==> config.mk <==
export PLATFORM = sky130hd
export DESIGN_NAME = debug_flag_port_flat
export DESIGN_NICKNAME = d
export VERILOG_FILES = /design/src/rtl/debug_flag_if.sv /design/src/rtl/debug_flag_port.sv /design/src/flat_wrapper.sv
export SDC_FILE = /design/constraint.sdc
export NUM_CORES = 1
export LEC_CHECK = 0
export CORE_UTILIZATION = 45
export CTS_CLUSTER_DIAMETER = 200
export DETAILED_ROUTE_END_ITERATION = 8
export DONT_BUFFER_PORTS = 1
export MAX_ROUTING_LAYER = met4
export PLACE_DENSITY = 0.63
export SLEW_MARGIN = 25
export SYNTH_ARGS = -nofsm -noshare
export SYNTH_HDL_FRONTEND = slang
export SYNTH_SLANG_ARGS = --single-unit
==> constraint.sdc <==
create_clock -name clk -period 5.9 [get_ports clk]
set_input_delay 1.475 -clock clk [delete_from_list [all_inputs] [get_ports clk]]
set_output_delay 1.475 -clock clk [all_outputs]
set_load 0.05 [all_outputs]
==> src/rtl/debug_flag_if.sv <==
// debug_flag_if: Avalon-MM bus bundle for the debug flag port.
//   address     [1:0]      word address (0 FLAG, 1 STATUS, 2 CTRL)
//   write                  write strobe
//   writedata   [DATA_W]   write data
//   read                   read strobe
//   readdata    [DATA_W]   registered read data, one-cycle read latency
//   waitrequest            stalls a FLAG write while the FIFO is full
// The master modport is the CPU side, the slave modport is the port block.
interface debug_flag_if #(
  parameter int DATA_W = 32
);
  logic [1:0]        address;
  logic              write;
  logic [DATA_W-1:0] writedata;
  logic              read;
  logic [DATA_W-1:0] readdata;
  logic              waitrequest;

  modport master (
    output address, write, writedata, read,
    input  readdata, waitrequest
  );

  modport slave (
    input  address, write, writedata, read,
    output readdata, waitrequest
  );
endinterface

==> src/rtl/debug_flag_port.sv <==
// debug_flag_port: firmware test-flag port driving debug_wire.
// Flag words written to FLAG are queued in a FIFO and shown one at a time on
// debug_wire, each for at least MIN_HOLD clocks, so a bench sampling the wire
// never misses a back-to-back update. The last shown value stays indefinitely.
// Ports:
//   clk         system clock
//   reset       asynchronous, active-high reset
//   bus         Avalon-MM slave (address/write/writedata/read/readdata/waitrequest)
//   debug_wire  flag word currently displayed
// Register map: 0 FLAG (wr push, rd displayed value), 1 STATUS (rd
// {busy, full, count[7:0]}), 2 CTRL (wr bit0 flushes the queue, rd 0).
module debug_flag_port #(
  parameter int DATA_W   = 32,
  parameter int DEPTH    = 8,
  parameter int MIN_HOLD = 4
) (
  input  logic              clk,
  input  logic              reset,
  debug_flag_if.slave       bus,
  output logic [DATA_W-1:0] debug_wire
);

  localparam int PTR_W  = $clog2(DEPTH);
  localparam int CNT_W  = PTR_W + 1;
  localparam int HOLD_W = (MIN_HOLD > 1) ? $clog2(MIN_HOLD) : 1;
  localparam logic [HOLD_W-1:0] HOLD_INIT = HOLD_W'(MIN_HOLD - 1);
  localparam logic [1:0] ADDR_FLAG   = 2'd0;
  localparam logic [1:0] ADDR_STATUS = 2'd1;
  localparam logic [1:0] ADDR_CTRL   = 2'd2;

  typedef enum logic [0:0] {IDLE = 1'b0, HOLD = 1'b1} state_t;

  logic [DATA_W-1:0] mem_q [DEPTH];
  logic [PTR_W-1:0]  wr_ptr_q, wr_ptr_d, rd_ptr_q, rd_ptr_d;
  logic [CNT_W-1:0]  count_q, count_d;
  state_t            state_q, state_d;
  logic [HOLD_W-1:0] hold_q, hold_d;
  // Popped head waits one cycle in stage_q before reaching debug_wire.
  logic [DATA_W-1:0] stage_q, stage_d;
  logic              stage_vld_q, stage_vld_d;
  logic [DATA_W-1:0] debug_q, debug_d;
  logic [DATA_W-1:0] rdata_q, rdata_d;

  logic              full_s, empty_s, busy_s, push_s, pop_s, flush_s;
  logic [DATA_W-1:0] status_s;

  // Access decode, display FSM next state, FIFO bookkeeping and read mux.
  always_comb begin
    full_s  = (count_q == CNT_W'(DEPTH));
    empty_s = (count_q == {CNT_W{1'b0}});
    busy_s  = (state_q == HOLD);
    push_s  = bus.write && (bus.address == ADDR_FLAG) && !full_s;
    flush_s = bus.write && (bus.address == ADDR_CTRL) && bus.writedata[0];

    // A flush suppresses any pop in the same cycle so no discarded entry is shown.
    pop_s   = 1'b0;
    state_d = state_q;
    hold_d  = hold_q;
    case (state_q)
      IDLE: begin
        if (!empty_s && !flush_s) begin
          pop_s   = 1'b1;
          state_d = HOLD;
          hold_d  = HOLD_INIT;
        end else begin
          state_d = IDLE;
        end
      end
      HOLD: begin
        if (hold_q != {HOLD_W{1'b0}}) begin
          hold_d = hold_q - HOLD_W'(1);
        end else if (!empty_s && !flush_s) begin
          pop_s  = 1'b1;
          hold_d = HOLD_INIT;
        end else begin
          state_d = IDLE;
        end
      end
      default: begin
        state_d = IDLE;
        hold_d  = {HOLD_W{1'b0}};
      end
    endcase

    wr_ptr_d = wr_ptr_q;
    rd_ptr_d = rd_ptr_q;
    count_d  = count_q;
    if (flush_s) begin
      // Flush and push use different addresses, so they never coincide.
      count_d  = {CNT_W{1'b0}};
      rd_ptr_d = wr_ptr_q;
    end else begin
      if (push_s) begin
        wr_ptr_d = wr_ptr_q + PTR_W'(1);
      end else begin
        wr_ptr_d = wr_ptr_q;
      end
      if (pop_s) begin
        rd_ptr_d = rd_ptr_q + PTR_W'(1);
      end else begin
        rd_ptr_d = rd_ptr_q;
      end
      case ({push_s, pop_s})
        2'b10:   count_d = count_q + CNT_W'(1);
        2'b01:   count_d = count_q - CNT_W'(1);
        default: count_d = count_q;
      endcase
    end

    stage_vld_d = pop_s;
    if (pop_s) begin
      stage_d = mem_q[rd_ptr_q];
    end else begin
      stage_d = stage_q;
    end
    if (stage_vld_q) begin
      debug_d = stage_q;
    end else begin
      debug_d = debug_q;
    end

    status_s      = {DATA_W{1'b0}};
    status_s[7:0] = 8'(count_q);
    status_s[8]   = full_s;
    status_s[9]   = busy_s;

    rdata_d = {DATA_W{1'b0}};
    if (bus.read) begin
      case (bus.address)
        ADDR_FLAG:   rdata_d = debug_q;
        ADDR_STATUS: rdata_d = status_s;
        default:     rdata_d = {DATA_W{1'b0}};
      endcase
    end else begin
      rdata_d = {DATA_W{1'b0}};
    end
  end

  // Stall depends only on the registered full flag, never on a same-cycle pop.
  assign bus.waitrequest = bus.write && (bus.address == ADDR_FLAG) && full_s;
  assign bus.readdata    = rdata_q;
  assign debug_wire      = debug_q;

  // Control, display and read-data registers.
  always_ff @(posedge clk or posedge reset) begin
    if (reset) begin
      wr_ptr_q    <= {PTR_W{1'b0}};
      rd_ptr_q    <= {PTR_W{1'b0}};
      count_q     <= {CNT_W{1'b0}};
      state_q     <= IDLE;
      hold_q      <= {HOLD_W{1'b0}};
      stage_q     <= {DATA_W{1'b0}};
      stage_vld_q <= 1'b0;
      debug_q     <= {DATA_W{1'b0}};
      rdata_q     <= {DATA_W{1'b0}};
    end else begin
      wr_ptr_q    <= wr_ptr_d;
      rd_ptr_q    <= rd_ptr_d;
      count_q     <= count_d;
      state_q     <= state_d;
      hold_q      <= hold_d;
      stage_q     <= stage_d;
      stage_vld_q <= stage_vld_d;
      debug_q     <= debug_d;
      rdata_q     <= rdata_d;
    end
  end

  // FIFO storage; entries are only read after being written, so no reset.
  always_ff @(posedge clk) begin
    if (push_s) begin
      mem_q[wr_ptr_q] <= bus.writedata;
    end
  end

endmodule
==> src/flat_wrapper.sv <==
// flat-port wrapper written by rule: the top's interface ports become plain ports
module debug_flag_port_flat 
#(
  parameter int DATA_W   = 32,
  parameter int DEPTH    = 8,
  parameter int MIN_HOLD = 4
)
  (clk, reset, debug_wire, bus_address, bus_write, bus_writedata, bus_read, bus_readdata, bus_waitrequest);
  debug_flag_if #(.DATA_W(DATA_W)) bus_i ();
  input  logic clk;
  input  logic reset;
  output logic [DATA_W-1:0] debug_wire;
  input wire logic [$bits(bus_i.address)-1:0] bus_address;
  input wire logic [$bits(bus_i.write)-1:0] bus_write;
  input wire logic [$bits(bus_i.writedata)-1:0] bus_writedata;
  input wire logic [$bits(bus_i.read)-1:0] bus_read;
  output wire logic [$bits(bus_i.readdata)-1:0] bus_readdata;
  output wire logic [$bits(bus_i.waitrequest)-1:0] bus_waitrequest;
  assign bus_i.address = bus_address;
  assign bus_i.write = bus_write;
  assign bus_i.writedata = bus_writedata;
  assign bus_i.read = bus_read;
  assign bus_readdata = bus_i.readdata;
  assign bus_waitrequest = bus_i.waitrequest;
  debug_flag_port #(.DATA_W(DATA_W), .DEPTH(DEPTH), .MIN_HOLD(MIN_HOLD)) u_core (.clk(clk), .reset(reset), .bus(bus_i), .debug_wire(debug_wire));
endmodule
==> run_results.csv <==
group,metric,value,unit
layout,nets,768,
power_and_ir_drop,p_clk_share,28.8,%
power_and_ir_drop,combPwrFrac,20.0,%
worst_setup_path,endpoint_kind,"output port",
routing,drt-vias-per-instance,5.54,
cts,clk_pin_slew_worst_paths,0.06,ns
timing,setup_violations,0,
floorplan,start_util,46.2,%
floorplan,die_w,177,um
synthesis,syn_inst,708,
cts,cts_buffer_depth,3,
cts,cts_setup_buffers,0,
timing,tns,0,ns
synthesis,synth-seq-area-share,75.7,%
grt,grt_overflow,0,
cts,cts_hold_buf,0,
synthesis,synth_area,13800,sq um
placement,dp_hpwl,15500,um
routing,ant_nets,0,
routing,drt-total-wl,25300,um
power_and_ir_drop,cellLeakagePower,0.00557,uW
synthesis,synth_area_leader_cell,"edfxtp_1",
cts,cts_tree,"built",
timing,relSlewSlack,41.0,%
synthesis,synth_edf_count,256,
synthesis,async_reset_ff_share,30.1,%
power_and_ir_drop,p_int,5180,uW
timing,slew_violations,0,
cts,cts_resized,0,
synthesis,synth_seq_cells,366,
synthesis,netlist.area_leader.share,55.7,%
worst_setup_path,path_max_fanout,23,
routing,dr.pass1.iters,4,
grt,grt_pass1_vias,6762,
grt,grt_use_total,17.4,%
timing,rsz0062_at_grt,"no",
placement,place_congestion,0.773,
synthesis,syn_area_per_cell,19.5,sq um
floorplan,dieArea,31400,sq um
timing,min_period_over_period,68.4,%
synthesis,ys.flop_type,"edfxtp_1",
synthesis,synth_warnings,0,
synthesis,synth.area.top_cells,"edfxtp_1 56%, dfrtp_1 20%, mux4_2 10%, mux2i_1 2.9%, mux2_2 2.6%",
floorplan,ios,103,
power_and_ir_drop,peakVddDrop,0.221,mV
layout,area_growth,11.4,%
power_and_ir_drop,p_sw_share,32.4,%
cts,insertion_delay,0.52,ns
layout,fillers,2362,
routing,vias,6327,
power_and_ir_drop,power_frac_seq,51.2,%
timing,fmax,248,MHz
routing,wl_per_cell,22.1,um
cts,cts-buffers-inserted,37,
worst_hold_path,hold_class,"reg2reg",
routing,dr.first_iter.drc_count,499,
worst_setup_path,required,4.43,ns
timing,finalHoldViolations,0,
cts,root_buffer,"clkbuf_16",
floorplan,die_y,177,um
layout,antenna_cells,0,
grt,grt_pass1_wl,39700,um
worst_setup_path,crit_arrival,2.56,ns
layout,drive_above_1_share,24.2,%
floorplan,core_area,29900,sq um
power_and_ir_drop,p_per_area,498,nW/um^2
synthesis,syn-num-nets,752,
status,outcome,"finished clean",
floorplan,rows,63,
cts,clock-sinks,366,
synthesis,synth.distinct_cells,41,
timing,worst_pin_slew,0.884,ns
timing,final.setup_skew,0.0169,ns
routing,drc,0,
placement,portBuffers,0,
worst_setup_path,worstSetupPathType,"in2out",
timing,finalCriticalPeriod,4.04,ns
cts,cts-htree-levels,2,
worst_setup_path,start_kind,"primary input",
grt,antenna_found_initial,0,
layout,post-route-util,51.4,%
grt,grt_max_degree,71,
power_and_ir_drop,power_switching,2480,uW
flow_run,cap_violations,0,
-- registers in the layout, summed over array words and instances, names as in the netlist --
name and cells:
u_core.wr_ptr_q 3, u_core.rd_ptr_q 3, u_core.stage_vld_q 1, u_core.bus.readdata 32
u_core.busy_s 1, u_core.debug_wire 32, u_core.hold_q 2, u_core.mem_q 256
u_core.stage_q 32, u_core.count_q 4
-- path summary, 6_finish.rpt --
path / startpoint / end / slack (ns) / depth (start not counted)
max: bus_address[1] / bus_waitrequest / 1.86 / 3
min: u_core.stage_q[0]$_DFFE_PP0P_ / u_core.stage_q[0]$_DFFE_PP0P_ / 0.48 / 2
max reg2reg: u_core.count_q[1]$_DFFE_PP0P_ / u_core.count_q[3]$_DFFE_PP0P_ / 2.52 / 9
min reg2reg: u_core.stage_q[0]$_DFFE_PP0P_ / u_core.stage_q[0]$_DFFE_PP0P_ / 0.48 / 2
max in group asynchronous: reset / u_core.stage_q[9]$_DFFE_PP0P_ / 3.79 / 2
min in group asynchronous: reset / u_core.bus.readdata[23]$_DFF_PP0_ / 0.87 / 1
-- cell families (layout without fill, tap and decap cells) --
| group | after synthesis | count (layout) | synth area share (%) |
|---|---|---|---|
| XOR/XNOR | 4 | 4 | 0.254 |
| flip-flops | 366 | 366 | 75.7 |
| AO/OA/AOI/OAI | 46 | 46 | 1.91 |
| adder cells (fa/ha/maj) | 6 | 6 | 0.544 |
| AND/OR/NAND/NOR | 107 | 107 | 3.89 |
| buffers and inverters | 43 | 88 | 1.75 |
| multiplexers | 136 | 136 | 16.0 |
-- critical path, stage by stage --
cell and delay [ns]:
nor2_1 0.29, buf_4 0.29, and3_1 0.50
-- metrics by stage --
step / setup WS (ns) / cell area (sq um) / total power (uW) / hold WS (ns) / std cells
3_3_place_gp: 1.82 / 14200 / 5470 / 0.458 / 1075
5_1_grt: 1.79 / 15400 / 8020 / 0.511 / 1143
3_5_place_dp: 1.67 / 14200 / 5550 / 0.467 / 1075
6_report: 1.86 / 15400 / 7650 / 0.475 / 1143
2_1_floorplan: 0.919 / 13800 / 5160 / 0.443 / 708
4_1_cts: 1.85 / 15400 / 7750 / 0.482 / 1143
-- Yosys cell counts, types with 2 or more instances --
cell type,n
clkbuf_1,12
buf_4,7
o21ai_2,2
and3_1,28
nor3_1,2
buf_2,7
nor2_1,17
xnor2_1,2
a21oi_1,3
clkbuf_2,3
o21ai_1,6
nand2b_1,4
o21ai_0,28
dfrtp_1,110
mux4_2,64
mux2i_1,40
nand2_1,46
buf_1,4
o311ai_0,2
mux2_2,32
inv_1,6
edfxtp_1,256
xor2_1,2
buf_8,3
ha_1,6
-- layer usage --
layer	up-vias	GRT usage, %	routed length [um]
met5	-	-	0
met4	0	5.42	546
met3	46	4.53	2090
met2	185	27.8	12300
met1	3297	21.7	10300
li1	2799	-	-
-- cells in the final DEF (no fill, tap or decap), types with 2 or more instances in the layout --
cell type   netlist  final
a21oi_1           3      3
and3_1           28     28
buf_4             7     14
clkbuf_1         12      7
clkbuf_16         0     39
clkbuf_4          0      3
clkbuf_8          0      5
clkinv_1          0      5
clkinv_2          0      6
clkinvlp_4        0      2
dfrtp_1         110    107
dfrtp_2           0      2
edfxtp_1        256    256
ha_1              6      6
inv_1             6      5
mux2_2           32     32
mux2i_1          40     40
mux4_2           64     64
nand2_1          46     46
nand2b_1          4      4
nor2_1           17     11
nor2_2            0      6
nor3_2            0      2
o21ai_0          28     28
o21ai_1           6      6
o21ai_2           2      2
o311ai_0          2      2
xnor2_1           2      2
xor2_1            2      2
-- cell type report --
type | instances | area (sq um) | share of cell area (%)
repair buffers | 14 | 105 | 0.684
flip-flops and latches | 366 | 10400 | 68.0
clock buffers | 54 | 1090 | 7.12
clock inverters | 14 | 72.6 | 0.472
well taps | 390 | 488 | 3.18
inverters | 6 | 25.0 | 0.163
multi-input cells | 299 | 3140 | 20.4
-- power groups by stage --
| stage | Combinational (uW) | Clock (uW) | Sequential, uW |
|---|---|---|---|
| 2_1_floorplan | 1430 | 0 | 3730 |
| 3_3_place_gp | 1510 | 0 | 3960 |
| 3_5_place_dp | 1560 | 0 | 3990 |
| 4_1_cts | 1560 | 2250 | 3940 |
| 5_1_grt | 1690 | 2350 | 3980 |
| 6_report | 1530 | 2200 | 3920 |
No activity file was read; power rests on OpenSTA's default activity.
